--- src/rtl/instruction_fetch.sv ---
// Instruction fetch unit: issues word-aligned fetch requests with at most one
// outstanding, buffers {pc, word} pairs in a 2-entry FIFO toward decode, and
// handles redirects by flushing the FIFO and discarding the in-flight response.
// Optional feature macro: FETCH_ALIGN_CHECK_EN -- a misaligned redirect target
// sets a sticky fetch_error and halts fetching until reset. When the macro is
// undefined, the target's low two bits are forced to zero and fetch_error is 0.
module instruction_fetch #(
   parameter logic [31:0] RESET_VECTOR = 32'h0000_0000
) (
   input  logic        clk,
   input  logic        reset,
   output logic        mem_req_valid,
   input  logic        mem_req_ready,
   output logic [31:0] mem_req_addr,
   input  logic        mem_resp_valid,
   input  logic [31:0] mem_resp_data,
   input  logic        redirect_valid,
   input  logic [31:0] redirect_target,
   output logic        instr_valid,
   input  logic        instr_ready,
   output logic [31:0] instruction,
   output logic [31:0] instr_pc,
   output logic        fetch_error
);

   localparam int unsigned XLEN  = 32;
   localparam int unsigned DEPTH = 2;
   localparam int unsigned CNT_W = 2;

   typedef enum logic [1:0] {
      ST_RUN   = 2'd0,
      ST_WAIT  = 2'd1,
      ST_DRAIN = 2'd2,
      ST_HALT  = 2'd3
   } state_e;

   typedef struct packed {
      logic [XLEN-1:0] pc;
      logic [XLEN-1:0] word;
   } fetch_entry_t;

   state_e            state_q, state_d;
   logic [XLEN-1:0]   fetch_pc_q, fetch_pc_d;
   logic [XLEN-1:0]   req_pc_q, req_pc_d;
   fetch_entry_t      fifo_q [DEPTH];
   fetch_entry_t      fifo_d [DEPTH];
   logic              rd_ptr_q, rd_ptr_d;
   logic              wr_ptr_q, wr_ptr_d;
   logic [CNT_W-1:0]  count_q, count_d;

   logic              req_valid_c;
   logic              redirect_c;
   logic              push_c;
   logic              pop_c;
   logic              misaligned_c;
   logic [XLEN-1:0]   target_c;
   fetch_entry_t      head_c;

`ifdef FETCH_ALIGN_CHECK_EN
   assign misaligned_c = (redirect_target[1:0] != 2'b00);
   assign target_c     = redirect_target;
`else
   assign misaligned_c = 1'b0;
   assign target_c     = redirect_target & 32'hFFFF_FFFC;
`endif

   // Next-state, FIFO control and request generation; redirect outranks all else.
   always_comb begin
      state_d     = state_q;
      fetch_pc_d  = fetch_pc_q;
      req_pc_d    = req_pc_q;
      fifo_d      = fifo_q;
      rd_ptr_d    = rd_ptr_q;
      wr_ptr_d    = wr_ptr_q;
      count_d     = count_q;
      push_c      = 1'b0;
      pop_c       = 1'b0;
      redirect_c  = redirect_valid && (state_q != ST_HALT);
      req_valid_c = !reset && (state_q == ST_RUN) &&
                    (count_q != CNT_W'(DEPTH)) && !redirect_valid;

      case (state_q)
         ST_RUN: begin
            if (redirect_c) begin
               state_d = misaligned_c ? ST_HALT : ST_RUN;
            end else if (req_valid_c && mem_req_ready) begin
               req_pc_d   = fetch_pc_q;
               fetch_pc_d = fetch_pc_q + XLEN'(4);
               state_d    = ST_WAIT;
            end
         end
         ST_WAIT, ST_DRAIN: begin
            if (redirect_c) begin
               if (misaligned_c)        state_d = ST_HALT;
               else if (mem_resp_valid) state_d = ST_RUN;
               else                     state_d = ST_DRAIN;
            end else if (mem_resp_valid) begin
               push_c  = (state_q == ST_WAIT);
               state_d = ST_RUN;
            end
         end
         default: begin
            state_d = ST_HALT;
         end
      endcase

      if (redirect_c) begin
         fetch_pc_d = target_c;
      end

      pop_c = (count_q != '0) && instr_ready && !redirect_c;

      if (redirect_c) begin
         rd_ptr_d = 1'b0;
         wr_ptr_d = 1'b0;
         count_d  = '0;
      end else begin
         if (push_c) begin
            fifo_d[wr_ptr_q] = '{pc: req_pc_q, word: mem_resp_data};
            wr_ptr_d         = ~wr_ptr_q;
         end
         if (pop_c) begin
            rd_ptr_d = ~rd_ptr_q;
         end
         count_d = count_q + CNT_W'(push_c) - CNT_W'(pop_c);
      end
   end

   // State, PC and FIFO registers.
   always_ff @(posedge clk) begin
      if (reset) begin
         state_q    <= ST_RUN;
         fetch_pc_q <= RESET_VECTOR;
         req_pc_q   <= '0;
         fifo_q     <= '{default: '0};
         rd_ptr_q   <= 1'b0;
         wr_ptr_q   <= 1'b0;
         count_q    <= '0;
      end else begin
         state_q    <= state_d;
         fetch_pc_q <= fetch_pc_d;
         req_pc_q   <= req_pc_d;
         fifo_q     <= fifo_d;
         rd_ptr_q   <= rd_ptr_d;
         wr_ptr_q   <= wr_ptr_d;
         count_q    <= count_d;
      end
   end

`ifdef FETCH_ALIGN_CHECK_EN
   logic error_q;

   // Sticky misaligned-redirect flag, cleared only by reset.
   always_ff @(posedge clk) begin
      if (reset) begin
         error_q <= 1'b0;
      end else if (redirect_c && misaligned_c) begin
         error_q <= 1'b1;
      end
   end

   assign fetch_error = !reset && error_q;
`else
   assign fetch_error = 1'b0;
`endif

   assign head_c        = fifo_q[rd_ptr_q];
   assign mem_req_valid = req_valid_c;
   assign mem_req_addr  = fetch_pc_q;
   assign instr_valid   = !reset && (count_q != '0);
   assign instruction   = instr_valid ? head_c.word : '0;
   assign instr_pc      = instr_valid ? head_c.pc   : '0;

endmodule

--- config.mk ---
export PLATFORM = sky130hd
export DESIGN_NAME = instruction_fetch
export DESIGN_NICKNAME = d
export VERILOG_FILES = /design/src/rtl/instruction_fetch.sv
export SDC_FILE = /design/constraint.sdc
export NUM_CORES = 1
export LEC_CHECK = 0
export CAP_MARGIN = 20
export CORE_MARGIN = 2
export CORE_UTILIZATION = 51
export DETAILED_ROUTE_END_ITERATION = 12
export PLACE_DENSITY = 0.81
export SLEW_MARGIN = 20
export SYNTH_ARGS = -nofsm -noshare
export SYNTH_HDL_FRONTEND = slang
export SYNTH_SLANG_ARGS = --single-unit
--- constraint.sdc ---
create_clock -name clk -period 2.5 [get_ports clk]
set_input_delay 0.25 -clock clk [delete_from_list [all_inputs] [get_ports clk]]
set_output_delay 0.25 -clock clk [all_outputs]
set_load 0.01 [all_outputs]
==> summary.txt, run 1 <==
Outcome
  • Status: complete, no violations

GRT
  • Global Route met2 Usage: 0.3879
  • Largest net degree at the start of global routing: ~110
  • GR Overflow Total: 0
  • Tot GR Track Use: 0.2400
  • Initial antenna violation count: 0
  • First-pass GRT wire length: 32.81 mm
  • Gr busiest metal: met2
  • Vias in the first global route: 6,690
  • Met1 Usage GRT: 0.3307
  • M3 GR Usage: 0.03787

Layout
  • Multi-input gate area: 0.004054 sq mm
  • Final #Nets: 1,269
  • Antenna Diode Count: 0
  • Fillers: 1,381
  • Layout cells sized above 1: 0.05721
  • Area grow syn2layout: 30.70%
  • Post-Layout Cell Count: 1,422
  • FF+latch area: 0.003807 sq mm

STA
  • Setup violators final: 0
  • Minimum clock period: 2.368 ns
  • Slew @ Worst Pin: between 1 and 1.5 ns
  • Rel. slew slack: 0.2818
  • RSZ-0062 raised after global routing: no
  • Fin. max-slew vios: 0
  • Hold Vio Cnt, Final: 0
  • Final WS setup: 0.1323 ns
  • Skew final: 0.007875 ns
  • Final period utilization: 0.9471
  • Fmax: ~420 MHz

Pwr
  • Total chip power: 6.745 mW
  • LEAKAGE: 3.314 nW
  • Sequential Power Share: 0.480
  • Peak supply drop: between 0.0005 and 0.0006 V
  • Combinational share of power: 0.108
  • Int Pwr: between 5 and 6 mW
  • P per Cell Area: 631.2 mW/mm^2
  • Sw frac: 0.2466
  • NetSw: 1.663 mW
  • Clk network pwr share: 0.412

Place
  • DP Worst Slack: 0.03725 ns
  • DP Cell Count: 1,387
  • Gp weighted congestion: 0.8116
  • Post-DP HPWL: 12.94 mm
  • I/O Buffers: between 150 and 200

Worst setup path
  • Critical path required time: 2.25 ns
  • WS Path Type: flop to output pin
  • Crit-path slowest cell: clkdlybuf4s50_1
  • Crit. End Element: output pin
  • Worst Path Max Fanout: 34
  • Critical path data arrival time: 2.12 ns
  • Critical path, cell by cell: buf_12, mux2i_1, nor2_1, clkdlybuf4s50_1
  • Startpoint Class: flop
  • Critical Path Max Stage Delay: 0.58 ns
  • R2R depth: 7

Yosys
  • Synthesized flop and latch total: 190
  • Top cell type's share of synthesized area: 0.4653
  • Top cells by count, synth: nand2_1 (325), dfxtp_1 (190), a21oi_1 (171)
  • Syn_area_per_cell: 7.662 sq um
  • Mapped Cells: between 1,000 and 1,500
  • Post-Syn Area: slightly above 0.008 sq mm
  • Yosys top cell by area: dfxtp_1
  • Most frequent cell after synthesis: nand2_1
  • Ranking of synthesized cells by area: dfxtp_1 (47%), nand2_1 (15%), a21oi_1 (10%)
  • Ys flop type: dfxtp_1
  • Post-synth EDFFs: 0
  • Register area share after synthesis: 0.4653
  • Fraction of registers with async set/reset: 0
  • Yosys Warn Count: 0
  • Cell variety after synth: 47

Hold path
  • Worst Hold Class: primary input to flop
  • Hold Path Depth: 3

Drt
  • DR iter-0 viols: 535
  • 1st-pass router iterations: 6
  • DRC: 0
  • Wire length per cell: 14.66 microns
  • Vias/cell: 5.309
  • Post-route ant nets: 0
  • Total wire length: ~21 mm
  • DR vias: 7,549

CTS
  • Worst-path clk slew: 0.07 ns
  • Clk sinks: 190
  • CTS max path bufs: 2
  • CTS Root Buffer Type: clkbuf_16
  • CTS tree: yes
  • Num CTS Buffers: 17
  • Worst-Skew Late Latency: 0.43 ns
  • H-tree depth: 4

Floorplan
  • Die Height: 130.6 microns
  • Starting Density: 0.5184
  • Core footprint: 0.01577 sq mm
  • I/O Pins: 169
  • Die X-Extent: 130.6 microns
  • Die area: 0.01706 sq mm
  • Std cell rows: 46

Flow run
  • Max Cap Violations: 0
## routing by layer
| metal | vias to the layer above | wire [microns] | share of wire |
|---|---|---|---|
| li1 | 3802 | - | - |
| met1 | 3492 | 9703 | 0.47 |
| met2 | 236 | 9692 | 0.46 |
| met3 | 19 | 1162 | 0.056 |
| met4 | 0 | 289 | 0.014 |
| met5 | - | 0 | 0 |
## through the flow
stage	hold WS [ns]	setup TNS, ns	cell area, sq um	utilization
CTS	0.3361	-0.009450	10660	0.6757
floorplan	0.3860	0	8190	-
global route	0.3605	0	10690	0.6776
global placement	0.4406	0	10040	0.6367
detailed placement	0.4463	0	10040	0.6367
finish	0.3496	0	10690	0.6776
## registers in the layout, indices dropped and copies added (netlist names)
name / flops
wr_ptr_q: 1
fifo_q: 124
rd_ptr_q: 1
state_q: 2
req_pc_q: 30
count_q: 2
mem_req_addr: 30
## layout by cell type, fill, tap and decap left out, types with 9 or more instances in the layout
master | synthesis | routed
inv_1 | 13 | 13
nand3_1 | 13 | 13
clkbuf_16 | 0 | 17
a21oi_1 | 171 | 171
dfxtp_1 | 190 | 189
nor3_1 | 15 | 15
buf_4 | 5 | 17
nor2_1 | 88 | 86
mux2i_1 | 65 | 65
xnor2_1 | 11 | 11
a211oi_1 | 9 | 9
clkdlybuf4s50_1 | 0 | 160
nand2_1 | 325 | 324
or3_1 | 10 | 9
## power by group through the flow
stage | clock network [mW] | registers [mW] | logic, mW
2_1_floorplan | 0 | 3.30 | 0.371
3_3_place_gp | 0 | 3.30 | 0.704
3_5_place_dp | 0 | 3.30 | 0.714
4_1_cts | 2.81 | 3.24 | 0.724
5_1_grt | 2.93 | 3.25 | 0.796
6_report | 2.78 | 3.24 | 0.727
## cell families (layout without fill, tap and decap cells)
group | Yosys count | in the layout | share of synthesized area
DFF | 190 | 190 | 0.4653
adders and majority gates | 6 | 6 | 0.009182
AOI/OAI and AO/OA | 215 | 216 | 0.1448
and+or+nand+nor | 479 | 479 | 0.2384
xor gates and xnor gates | 14 | 14 | 0.01500
other | 1 | 5 | 0.0004587
buffers and inverters | 97 | 231 | 0.04729
muxes | 65 | 65 | 0.07958
## final cells by class
class / instances / area share
Tap cell: 216 / 0.02529
Clock buffer: 19 / 0.04145
Clock inverter: 13 / 0.01511
Sequential cell: 190 / 0.3563
Timing Repair Buffer: 186 / 0.1779
Multi-Input combinational cell: 785 / 0.3794
Inverter: 13 / 0.004567
## worst max-delay path, delay by kind of cell, from the launching register on
kind | cells | cell delay (ns)
DFF | 1 | 0.51
and+or+nand+nor | 1 | 0.13
muxes | 1 | 0.14
buffers and inverters | 2 | 0.88
## path summary, 6_finish.rpt
path | from | end | slack [ns]
setup / recovery | rd_ptr_q$_SDFFE_PP0P_ | instruction[20] | 0.13
hold / removal | reset | state_q[0]$_SDFFE_PP0P_ | 0.35
setup reg to reg | state_q[1]$_SDFFE_PP0P_ | mem_req_addr[29]$_SDFFE_PP0P_ | 0.14
hold reg to reg | fifo_q[87]$_SDFFE_PP0P_ | fifo_q[87]$_SDFFE_PP0P_ | 0.45
## timing repair
item,in CTS,in global routing
hold buffers,0,0
setup buffers,0,2
endpoints found under the setup margin,53,46
endpoints found under the hold margin,0,0
cloned,1,0
pin swaps,1,1
gates resized for setup,0,2
No activity file was read; power rests on OpenSTA's default activity.
==> run 2: changes to the inputs <==
CORE_ASPECT_RATIO = 0.9   (was default)
==> summary.txt, run 2 (same netlist as run 1, synthesis figures left out) <==
Outcome
  • Status: complete, no violations

CTS
  • Post-cts repair resize count: 0 (unchanged)
  • Clk sinks: 190 (unchanged)
  • CTS tree: yes
  • CTS Root Buffer Type: clkbuf_16
  • Hold buffers post-CTS: 0 (unchanged)
  • Post-CTS setup buffer count: 0 (unchanged)
  • CTS max path bufs: 2 (unchanged)
  • H-tree depth: 4 (unchanged)
  • Worst-Skew Late Latency: 0.44 ns (about the same)
  • Num CTS Buffers: 17 (unchanged)
  • Worst-path clk slew: 0.07 ns (about the same)

Worst setup path
  • CP bufs+invs: 2 (unchanged)
  • Stages on the worst setup path: 4 (unchanged)
  • CP top delay family: buffers and inverters
  • Critical path required time: 2.25 ns (about the same)
  • Critical path, cell by cell: buf_4, mux2i_1, nor2_1, clkdlybuf4s50_1
  • Critical path data arrival time: 2.12 ns (about the same)
  • R2R depth: 7 (unchanged)
  • Crit path launch: rd_ptr_q$_SDFFE_PP0P_
  • CP endpoint: instr_pc[6]
  • Worst Path Max Fanout: 16 (-53%)
  • R2R Setup Slk: 0.15 ns (about the same)
  • Critical R2R Capture: mem_req_addr[29]$_SDFFE_PP0P_
  • WS Path Type: flop to output pin
  • Crit-path slowest cell: dfxtp_4
  • Startpoint Class: flop
  • Reg2reg start: state_q[1]$_SDFFE_PP0P_
  • Crit. End Element: output pin
  • Critical Path Max Stage Delay: 0.54 ns (-0.04 ns)

Drt
  • DR iter-0 viols: 731 (+37%)
  • DR vias: 7,693 (+1.9%)
  • Post-route ant nets: 0 (unchanged)
  • Wire length per cell: 15.16 microns (+3.4%)
  • Vias/cell: 5.441 (+2.5%)
  • Total wire length: 21.44 mm (+2.8%)
  • DRC: 0 (unchanged)
  • 1st-pass router iterations: 5 (-1)

Layout
  • Biggest register: fifo_q
  • FF+latch area: 0.003807 sq mm (unchanged)
  • Multi-input gate area: 0.004050 sq mm (about the same)
  • Highest-count cells in the layout ignoring fill and taps: nand2_1 (324), dfxtp_1 (189), a21oi_1 (171)
  • Area grow syn2layout: 31.04%
  • Number of flip-flops in the largest register: 124 (unchanged)
  • Antenna Diode Count: 0 (unchanged)
  • Commonest non-fill, non-tap cell in the layout: nand2_1
  • Fillers: 1,312 (-5.0%)
  • Final #Nets: 1,275 (+0.47%)
  • Fin area: 0.01071 sq mm (+0.26%)
  • Post-Layout Cell Count: 1,414 (-0.56%)
  • Layout cells sized above 1: 0.06353 (+0.006317)

Floorplan
  • Die Height: 124.1 microns (-5.0%)
  • Starting Density: 0.5258 (+0.007384)
  • Core footprint: 0.01555 sq mm (-1.4%)
  • Std cell rows: 43 (-6.5%)
  • Die area: 0.01706 sq mm (about the same)
  • I/O Pins: 169 (unchanged)
  • Die X-Extent: 137.5 microns (+5.2%)

GRT
  • Met1 Usage GRT: 0.3405 (+0.009806)
  • Tot GR Track Use: 0.2542 (+0.01418)
  • M3 GR Usage: 0.05983 (+0.02196)
  • Largest net degree at the start of global routing: 178 (+66%)
  • Vias in the first global route: 7,113 (+6.3%)
  • Global Route met2 Usage: 0.4114 (+0.02351)
  • Initial antenna violation count: 0 (unchanged)
  • Gr busiest metal: met2
  • First-pass GRT wire length: 34.31 mm (+4.6%)
  • GR Overflow Total: 0 (unchanged)

STA
  • Rel. slew slack: 0.4506 (+0.1689)
  • Fin Setup TNS: 0 ns (unchanged)
  • Fin. max-slew vios: 0 (unchanged)
  • Minimum clock period: 2.372 ns (+0.004012 ns)
  • Setup violators final: 0 (unchanged)
  • Hold Vio Cnt, Final: 0 (unchanged)
  • Slew @ Worst Pin: 0.8241 ns (-0.2533 ns)
  • Fmax: 421.6 MHz (-0.17%)
  • Final period utilization: 0.9487 (+0.001605)
  • RSZ-0062 raised after global routing: no
  • Skew final: 0.005631 ns (-0.002244 ns)

Place
  • Post-DP HPWL: 13.72 mm (+6.1%)
  • I/O Buffers: 161 (unchanged)
  • Gp weighted congestion: 0.8677 (+6.9%)
  • DP Cell Count: 1,382 (-0.36%)
  • DP Area: 0.01010 sq mm (+0.62%)

Pwr
  • LEAKAGE: 3.350 nW (+1.1%)
  • Peak supply drop: 0.0005151 V (-9.8%)
  • P per Cell Area: 627.8 mW/mm^2 (-0.55%)

Flow run
  • Max Cap Violations: 0 (unchanged)

Hold path
  • Worst Hold Class: primary input to flop
[run 2: worst min path at each step]
stage / from / to / slack [ns] / cells past startpoint
global route: reset / mem_req_addr[3]$_SDFFE_PP0P_ / 0.08 / 2
finish: reset / mem_req_addr[9]$_SDFFE_PP0P_ / 0.09 / 2
CTS: reset / mem_req_addr[8]$_SDFFE_PP0P_ / 0.07 / 2
global placement: fifo_q[0]$_SDFFE_PP0P_ / fifo_q[0]$_SDFFE_PP0P_ / 0.44 / 2
detailed placement: fifo_q[17]$_SDFFE_PP0P_ / fifo_q[17]$_SDFFE_PP0P_ / 0.45 / 2
floorplan: mem_resp_data[0] / fifo_q[0]$_SDFFE_PP0P_ / 0.39 / 2
[run 2: stage by stage]
stage	utilization	power, mW	hold WS [ns]	worst slack, ns
6_report	0.6890	6.725	0.08946	0.1283
5_1_grt	0.6890	6.967	0.07923	0.02457
4_1_cts	0.6876	6.736	0.06714	0.004454
3_5_place_dp	0.6498	4.053	0.4461	-0.04786
3_3_place_gp	0.6498	4.036	0.4410	0.05498
2_1_floorplan	-	3.670	0.3860	0.2461
[run 2: worst register-to-register path, stage by stage, from the launching register on]
cell and delay [ns]:
dfxtp_1 0.33, inv_1 0.09, ha_2 0.26, nand4bb_4 0.15, or2_1 0.25, or3_1 0.45
or4_1 0.44, a311oi_1 0.29
[run 2: area by class of cell]
type                            count  share of cell area
Clock buffer                       18             0.04006
Clock inverter                     14             0.01483
Inverter                           13            0.004555
Multi-Input combinational cell    784              0.3781
Sequential cell                   190              0.3554
Tap cell                          202             0.02359
Timing Repair Buffer              193              0.1835
[run 2: per-layer routing]
metal / vias up / share of wire
met1: 3622 / 0.45
met5: - / 0
met3: 27 / 0.065
li1: 3822 / -
met2: 222 / 0.47
met4: 0 / 0.013
[run 2: where the power goes]
| part | internal, mW | switching (mW) | leakage (nW) | total (mW) |
|---|---|---|---|---|
| sequential | 3.12 | 0.107 | 1.54 | 3.23 |
| combinational | 0.373 | 0.405 | 1.52 | 0.778 |
| clock | 1.50 | 1.22 | 0.293 | 2.72 |
